$ cat src/rtl/lut_layer_sequencer.sv
// rtl/lut_layer_sequencer.sv - time-multiplexed sparse LUT layer evaluator
//
// Captures one input vector, evaluates one FANIN-input LUT neuron per cycle
// through a shared datapath, then presents the packed layer result.
// Truth tables and connectivity are written at runtime over cfg_*.
//
// Ports:
//   clk, rst          clock, synchronous active-high reset
//   s_valid/s_ready   input vector handshake, s_data = IN_W-bit vector
//   m_valid/m_ready   result handshake, m_data bit n = neuron n
//   cfg_we            single-cycle config write strobe
//   cfg_sel           0 = truth-table bit, 1 = connectivity index
//   cfg_neuron        target neuron
//   cfg_addr          table: LUT address; conn: fan-in slot (low bits)
//   cfg_data          table: bit 0 = entry; conn: input index
//   cfg_err           one-cycle pulse after a rejected config write
//   busy              high while evaluating or holding a result
module lut_layer_sequencer #(
  parameter int IN_W      = 64,
  parameter int N_NEURONS = 16,
  parameter int FANIN     = 6,
  parameter int IDX_W     = $clog2(IN_W),
  parameter int NID_W     = $clog2(N_NEURONS)
) (
  input  logic                 clk,
  input  logic                 rst,
  input  logic                 s_valid,
  output logic                 s_ready,
  input  logic [IN_W-1:0]      s_data,
  output logic                 m_valid,
  input  logic                 m_ready,
  output logic [N_NEURONS-1:0] m_data,
  input  logic                 cfg_we,
  input  logic                 cfg_sel,
  input  logic [NID_W-1:0]     cfg_neuron,
  input  logic [FANIN-1:0]     cfg_addr,
  input  logic [IDX_W-1:0]     cfg_data,
  output logic                 cfg_err,
  output logic                 busy
);

  localparam int DEPTH  = 2 ** FANIN;
  localparam int SLOT_W = (FANIN > 1) ? $clog2(FANIN) : 1;

  typedef enum logic [1:0] {IDLE, EVAL, OUT} state_t;

  state_t               state, state_nx;
  logic [NID_W-1:0]     cnt;
  logic [IN_W-1:0]      in_reg;
  logic [N_NEURONS-1:0] res, res_nx;
  logic [FANIN-1:0]     addr;
  logic                 lut_bit;
  logic                 last;
  logic                 accept;
  logic                 cfg_ok;
  logic [SLOT_W-1:0]    slot;

  // Configuration storage is deliberately outside reset so a pipeline
  // flush never loses the programmed network.
  logic [DEPTH-1:0]     tbl  [N_NEURONS];
  logic [IDX_W-1:0]     conn [N_NEURONS][FANIN];

  assign slot   = cfg_addr[SLOT_W-1:0];
  assign last   = (cnt == NID_W'(N_NEURONS - 1));
  assign accept = s_valid && s_ready;

  // Gather the current neuron's fan-in bits into a LUT address.
  always_comb begin
    addr = '0;
    for (int k = 0; k < FANIN; k++) begin
      addr[k] = in_reg[conn[cnt][k]];
    end
    lut_bit     = tbl[cnt][addr];
    res_nx      = res;
    res_nx[cnt] = lut_bit;
  end

  // A write is only legal in IDLE when no vector is being taken that cycle,
  // so an evaluation never sees a half-updated network.
  always_comb begin
    cfg_ok = (state == IDLE) && !accept && (32'(cfg_neuron) < N_NEURONS);
    if (cfg_sel) begin
      cfg_ok = cfg_ok && (32'(slot) < FANIN) && (32'(cfg_data) < IN_W);
    end
  end

  always_ff @(posedge clk) begin
    if (rst) begin
      state <= IDLE;
    end else begin
      state <= state_nx;
    end
  end

  always_comb begin
    state_nx = state;
    s_ready  = 1'b0;
    m_valid  = 1'b0;
    busy     = 1'b0;
    case (state)
      IDLE: begin
        s_ready = 1'b1;
        if (s_valid) state_nx = EVAL;
      end
      EVAL: begin
        busy = 1'b1;
        if (last) state_nx = OUT;
      end
      OUT: begin
        busy    = 1'b1;
        m_valid = 1'b1;
        if (m_ready) state_nx = IDLE;
      end
      default: state_nx = IDLE;
    endcase
  end

  always_ff @(posedge clk) begin
    if (rst) begin
      cnt     <= '0;
      m_data  <= '0;
      cfg_err <= 1'b0;
    end else begin
      cfg_err <= cfg_we && !cfg_ok;
      if (accept) begin
        in_reg <= s_data;
        cnt    <= '0;
      end
      if (state == EVAL) begin
        res <= res_nx;
        cnt <= cnt + 1'b1;
        // The final neuron's bit goes straight into the result register.
        if (last) begin
          m_data <= res_nx;
          cnt    <= '0;
        end
      end
    end
  end

  always_ff @(posedge clk) begin
    if (cfg_we && cfg_ok && !rst) begin
      if (!cfg_sel) begin
        tbl[cfg_neuron][cfg_addr] <= cfg_data[0];
      end else begin
        conn[cfg_neuron][slot] <= cfg_data;
      end
    end
  end

endmodule
$ cat config.mk
export PLATFORM = sky130hd
export DESIGN_NAME = lut_layer_sequencer
export DESIGN_NICKNAME = d
export VERILOG_FILES = /design/src/rtl/lut_layer_sequencer.sv
export SDC_FILE = /design/constraint.sdc
export NUM_CORES = 2
export LEC_CHECK = 0
export CAP_MARGIN = 20
export CELL_PAD_IN_SITES_DETAIL_PLACEMENT = 1
export CELL_PAD_IN_SITES_GLOBAL_PLACEMENT = 2
export CORE_MARGIN = 5
export CORE_UTILIZATION = 43
export DETAILED_ROUTE_END_ITERATION = 6
export PLACE_DENSITY_LB_ADDON = 0.1
export SYNTH_ARGS = -nofsm -noshare
export SYNTH_HDL_FRONTEND = slang
export SYNTH_SLANG_ARGS = --single-unit
$ cat constraint.sdc
create_clock -name clk -period 4.6 [get_ports clk]
set_input_delay 0.92 -clock clk [delete_from_list [all_inputs] [get_ports clk]]
set_output_delay 0.92 -clock clk [all_outputs]
set_load 0.02 [all_outputs]
# Yosys cells after proc, flatten, opt, wreduce, memory -nomap -nowiden
# Memory sizes are Yosys's and may differ from the RTL's. A register that Yosys moved wholly into a read port is not among the register bits.
# Cells that the tools add are included.
[totals] out_inout_bits=20 mem_bits_rw=1600 in_bits=86 register_bits=103 wordCells=92 mem_count=2
[memory_table] memory="tbl" depth=16 word_bits=64 rd=1 rd_ports_with_merged_regs=1 write_ports=1 line="60" text="logic [DEPTH-1:0] tbl [N_NEURONS];"
[memory_table] memory="conn" depth=16 word_bits=36 rd=1 rd_ports_with_merged_regs=1 write_ports=1 line="61" text="logic [IDX_W-1:0] conn [N_NEURONS][FANIN];"
[op_classes] n_lt_le_gt_ge=14 bitwise=2 n_mux=42 n_addsub=1 n_eq_ne=6 reduce_logical=19
[ops] cell="two-way mux 64 bit" n=1
[ops] cell="less-than comparator 6 x 7 -> 1 bit, second input constant" n=8
[ops] cell="binary-select mux 1 bit (select 6 bit)" n=7
[ops] cell="two-way mux 36 bit" n=1
[ops] cell="two-way mux 4 bit" n=7
[ops] cell="demux 6 bit (select 3 bit)" n=1
[ops] cell="two-way mux 1 bit" n=17
[ops] cell="bitwise mux 16 bit" n=1
[ops] cell="logical AND 1 bit" n=9
[ops] cell="demux 1 bit (select 6 bit)" n=1
[ops] cell="greater-or-equal comparator 6 x 1 -> 1 bit, second input constant" n=1
[ops] cell="two-way mux 2 bit" n=3
[ops] cell="two-way mux 6 bit" n=1
[ops] cell="inequality test 2 bit, second input constant" n=3
[ops] cell="one-hot mux 2 bit (3 select lines)" n=1
[ops] cell="AND reduction 2 bit" n=3
[ops] cell="less-than comparator 4 x 5 -> 1 bit, second input constant" n=1
[ops] cell="adder 4 x 1 -> 4 bit, second input constant" n=1
[ops] cell="demux 1 bit (select 4 bit)" n=1
[ops] cell="equality test 4 bit, second input constant" n=1
[ops] cell="greater-or-equal comparator 4 x 1 -> 1 bit, second input constant" n=1
[ops] cell="greater-or-equal comparator 4 bit, second input constant" n=1
[ops] cell="less-than comparator 4 x 1 -> 1 bit, second input constant" n=1
[ops] cell="inverter 3 -> 4 bit" n=1
[ops] cell="9 further kinds" n=11

# Depth between registers and ports, before layout
[depth] ltp_word=11 ltp_mapped=22 ltp_nobuf=14

# Least setup slack after synthesis
# OpenSTA, ideal clock, no wires.
[synth_path] path_kind="register -> register" start="register (tool-made name)" end="register res[0], data pin" n_path_buf=11 required_ns=4.326 arrival_time_ns=4.333 synth_period_minus_slack_ns=4.608 setup_time_ns=0.274 path_slack_ns=-0.008 stages_incl_launch_ff=20 path_cell_list="dfxtp_1 buf_6 buf_2 buf_4 buf_4 buf_6 buf_4 buf_4 buf_4 buf_4 buf_2 mux4_2 mux4_2 mux2i_1 a21oi_1 o211ai_1 nand4_1 nor2_2 buf_6 a31oi_1"
[synth_rtl] element="to (signal assigned)" line="130" text="res <= res_nx;"
[synth_rtl] element="to (decl)" line="50" text="logic [N_NEURONS-1:0] res, res_nx;"

==> results.sh <==
export IMPL_cts_max_level=4
export IMPL_synthFlopType="edfxtp_1"
export IMPL_rsz0062_at_grt="yes"
export IMPL_fmax_mhz=200
export IMPL_wire_per_inst_um=30.6
export IMPL_setup_worst_path_start_class="flop"
export IMPL_switching_share_pct=23.5
export IMPL_clock_path_buffers=3
export IMPL_end_kind="flop"
export IMPL_vias=41800
export IMPL_hold_path_class="reg2reg"
export IMPL_grt_pass1_wl_um=317000
export IMPL_synth_area_um2=73700
export IMPL_synth_seq_cells=1706
export IMPL_slew_violations=0
export IMPL_pre_cts_slack_ns=-0.866
export IMPL_path_common_cell="buf_12"
export IMPL_maxCapViolCount=0
export IMPL_crit_fanout=17
export IMPL_antenna_found_initial=7
export IMPL_dieArea_um2=180000
export IMPL_synth_seq_area_share_pct=69.2
export IMPL_nets=4857
export IMPL_nFillCells=16100
export IMPL_cpMaxStageDelayCell="mux4_2"
export IMPL_relSlewSlack_pct=24.6
export IMPL_violations="setup timing"
export IMPL_yosysWarnings=0
export IMPL_netlist_instances=4473
export IMPL_dr_pass1_iters=5
export IMPL_final_layout_size_suffix_gt1_share_pct=24.7
export IMPL_grt_pass1_vias=44000
export IMPL_port_buffers=105
export IMPL_io_pins=106
export IMPL_cts_root_buffer="clkbuf_16"
export IMPL_crit_type="reg2reg"
export IMPL_drt_iter0_drc=3935
export IMPL_p_seq_share_pct=49.2
export IMPL_path_clk_slew_ns=0.06
export IMPL_drc=0
export IMPL_finalWorstSetupSlack_ns=-0.388
export IMPL_cp_arrival_ns=5.65
export IMPL_gr_total_overflow=0
export IMPL_crit_required_ns=5.26
export IMPL_grt_max_degree=142
export IMPL_synthDominantCellAreaShare_pct=68.4
export IMPL_p_sw_mw=8.25
export IMPL_synth_largest_area_cell="edfxtp_1"
export IMPL_ys_types=78
export IMPL_run_status="finished, violations left"
export IMPL_p_comb_share_pct=10.0
export IMPL_avgSynthCellArea_um2=16.5
export IMPL_wl_um=219000
export IMPL_max_stage_delay_ns=0.56
export IMPL_start_util_pct=43.1
export IMPL_synth_nets=4566
export IMPL_p_clk_share_pct=40.8
export IMPL_hpwl_um=135000
export IMPL_largest_register_ff_count=1024
export IMPL_leakage_nw=25.9
export IMPL_core_area_um2=171000
export IMPL_area_delta_synth_final_pct=16.0
export IMPL_synth_area_top_cells="edfxtp_1, mux4_2, nor2_1, mux2i_1, clkbuf_1"
export IMPL_setup_violations=19
export IMPL_finalWeightedCongestion=0.874
export IMPL_synthArstFlopShare_pct=0
export IMPL_die_y_um=424
export IMPL_die_w_um=424
export IMPL_track_usage_pct=24.3
export IMPL_synth_edf_count=1679
export IMPL_internal_power_mw=26.8
export IMPL_period_minus_slack_ns=4.99
export IMPL_power_density_nw_per_um2=410
export IMPL_drtAntennaViolNets=0
export IMPL_final_hold_viol_count=0
export IMPL_final_setup_tns_ns=-6.59
export IMPL_path_cells="buf_6, buf_12, mux4_2, mux4_2, buf_12, buf_16, mux2i_1, a22o_1, a221o_1, a211o_4, buf_4, nand2_1, buf_12, and3b_1, nor4b_2, a41oi_2, o211ai_2, nor2_2, buf_12, a31oi_1"
export IMPL_worstMarginPinSlew_ns=1.13
export IMPL_ir_drop_mv=0.384
export IMPL_rows=152
export IMPL_holdBufCountCts=0
export IMPL_clk_latency_ns=0.82
export IMPL_cts_sinks=1706
export IMPL_cts_tree="built"
export IMPL_routed_via_density=5.85
export IMPL_skew_ns=0.0273
export IMPL_timing_final_crit_share_pct=108
export IMPL_cts_inserted_buffers=184
==> final cells by class <==
cell class                 instances  area, um^2  share of cell area [%]
antenna                            3        7.51                 0.00878
clock buffer                     229        4840                    5.66
clock inverter                   105         912                    1.07
inverter                          12        45.0                  0.0527
multi-input combinational       2392       21400                    25.0
sequential                      1706       51000                    59.6
tap                             2233        2790                    3.27
timing repair buffer             468        4530                    5.30
==> logic make-up (layout without fill, tap and decap cells) <==
family | count (synthesis) | after routing | synth area share (%)
buf+inv | 375 | 814 | 2.35
other cells | 0 | 3 | 0
flops | 1706 | 1706 | 69.2
simple gates | 1494 | 1494 | 8.16
fa+ha+maj | 7 | 7 | 0.119
compound gates | 222 | 222 | 2.12
mux | 669 | 669 | 18.1
==> metal layers <==
layer  vias to the layer above  share of wire [%]  track usage, %  wire length, um
met2                      1094                 50            40.7           109000
met4                         4                2.4            6.02             5150
met5                         -              0.012               0               27
met1                     22500                 43            33.9            94800
li1                      17900                  -               -                -
met3                       284                4.6            3.37            10200
==> cells in the mapped netlist, drive strengths merged (22+ instances only) <==
cell type and instances:
a22oi 35, mux4 523, dfxtp 27, nand2b 26, nor2 1174, buf 114
mux2i 132, a21oi 63, clkbuf 249, nand3 57, nand2 152, a31oi 22
edfxtp 1679
==> cells in the final DEF (no fill, tap or decap), drive strengths merged, types with 19 or more instances in the layout <==
cell type / instances
a21oi: 63
a22oi: 35
a31oi: 22
buf: 368
clkbuf: 229
clkdlybuf4s50: 99
clkinv: 85
dfxtp: 27
edfxtp: 1679
mux2i: 132
mux4: 523
nand2: 152
nand2b: 26
nand3: 57
nand4: 19
nor2: 1174
o21ai: 19
==> metrics by stage <==
| stage | power (mW) | util (%) | cell area, um^2 | instances | hold slack, ns |
|---|---|---|---|---|---|
| floorplan | 19.4 | - | 73700 | 4473 | 0.490 |
| global placement | 21.0 | 46.3 | 79100 | 6781 | 0.447 |
| detailed placement | 21.0 | 46.3 | 79100 | 6781 | 0.453 |
| CTS | 35.4 | 49.9 | 85400 | 7141 | 0.461 |
| global route | 36.3 | 50.0 | 85500 | 7146 | 0.475 |
| finish | 35.1 | 50.0 | 85500 | 7148 | 0.456 |
==> path summary, 6_finish.rpt <==
path,start,to,slack (ns),depth (start not counted)
hold / removal,m_data[5]$_SDFFE_PP0P_,m_data[5]$_SDFFE_PP0P_,0.46,2
hold reg to reg,m_data[5]$_SDFFE_PP0P_,m_data[5]$_SDFFE_PP0P_,0.46,2
setup / recovery,flop,res[10]$_DFFE_PP_,-0.39,20
setup reg to reg,flop,res[10]$_DFFE_PP_,-0.39,20
==> critical path, delay by kind of cell, from the launching register on <==
family | cells | cell delay [ns]
compound gates | 6 | 1.53
mux | 3 | 1.20
buf+inv | 7 | 1.00
simple gates | 4 | 0.67
flops | 1 | 0.40
==> what timing repair did <==
action | 4_1_cts | 5_1_grt
pin swaps | 4 | 2
setup endpoints to repair | 19 | 19
gates resized for setup | 39 | 14
setup buffers | 23 | 3
gates cloned | 3 | 0
==> power groups by stage <==
stage,combinational (mW),sequential (mW),clock (mW)
after floorplan,1.95,17.5,0
after global placement,3.39,17.6,0
after detailed placement,3.41,17.6,0
after CTS,3.55,17.2,14.6
after global routing,3.73,17.2,15.4
final,3.52,17.2,14.3
Note: power is estimated with default switching activity, not from simulation.
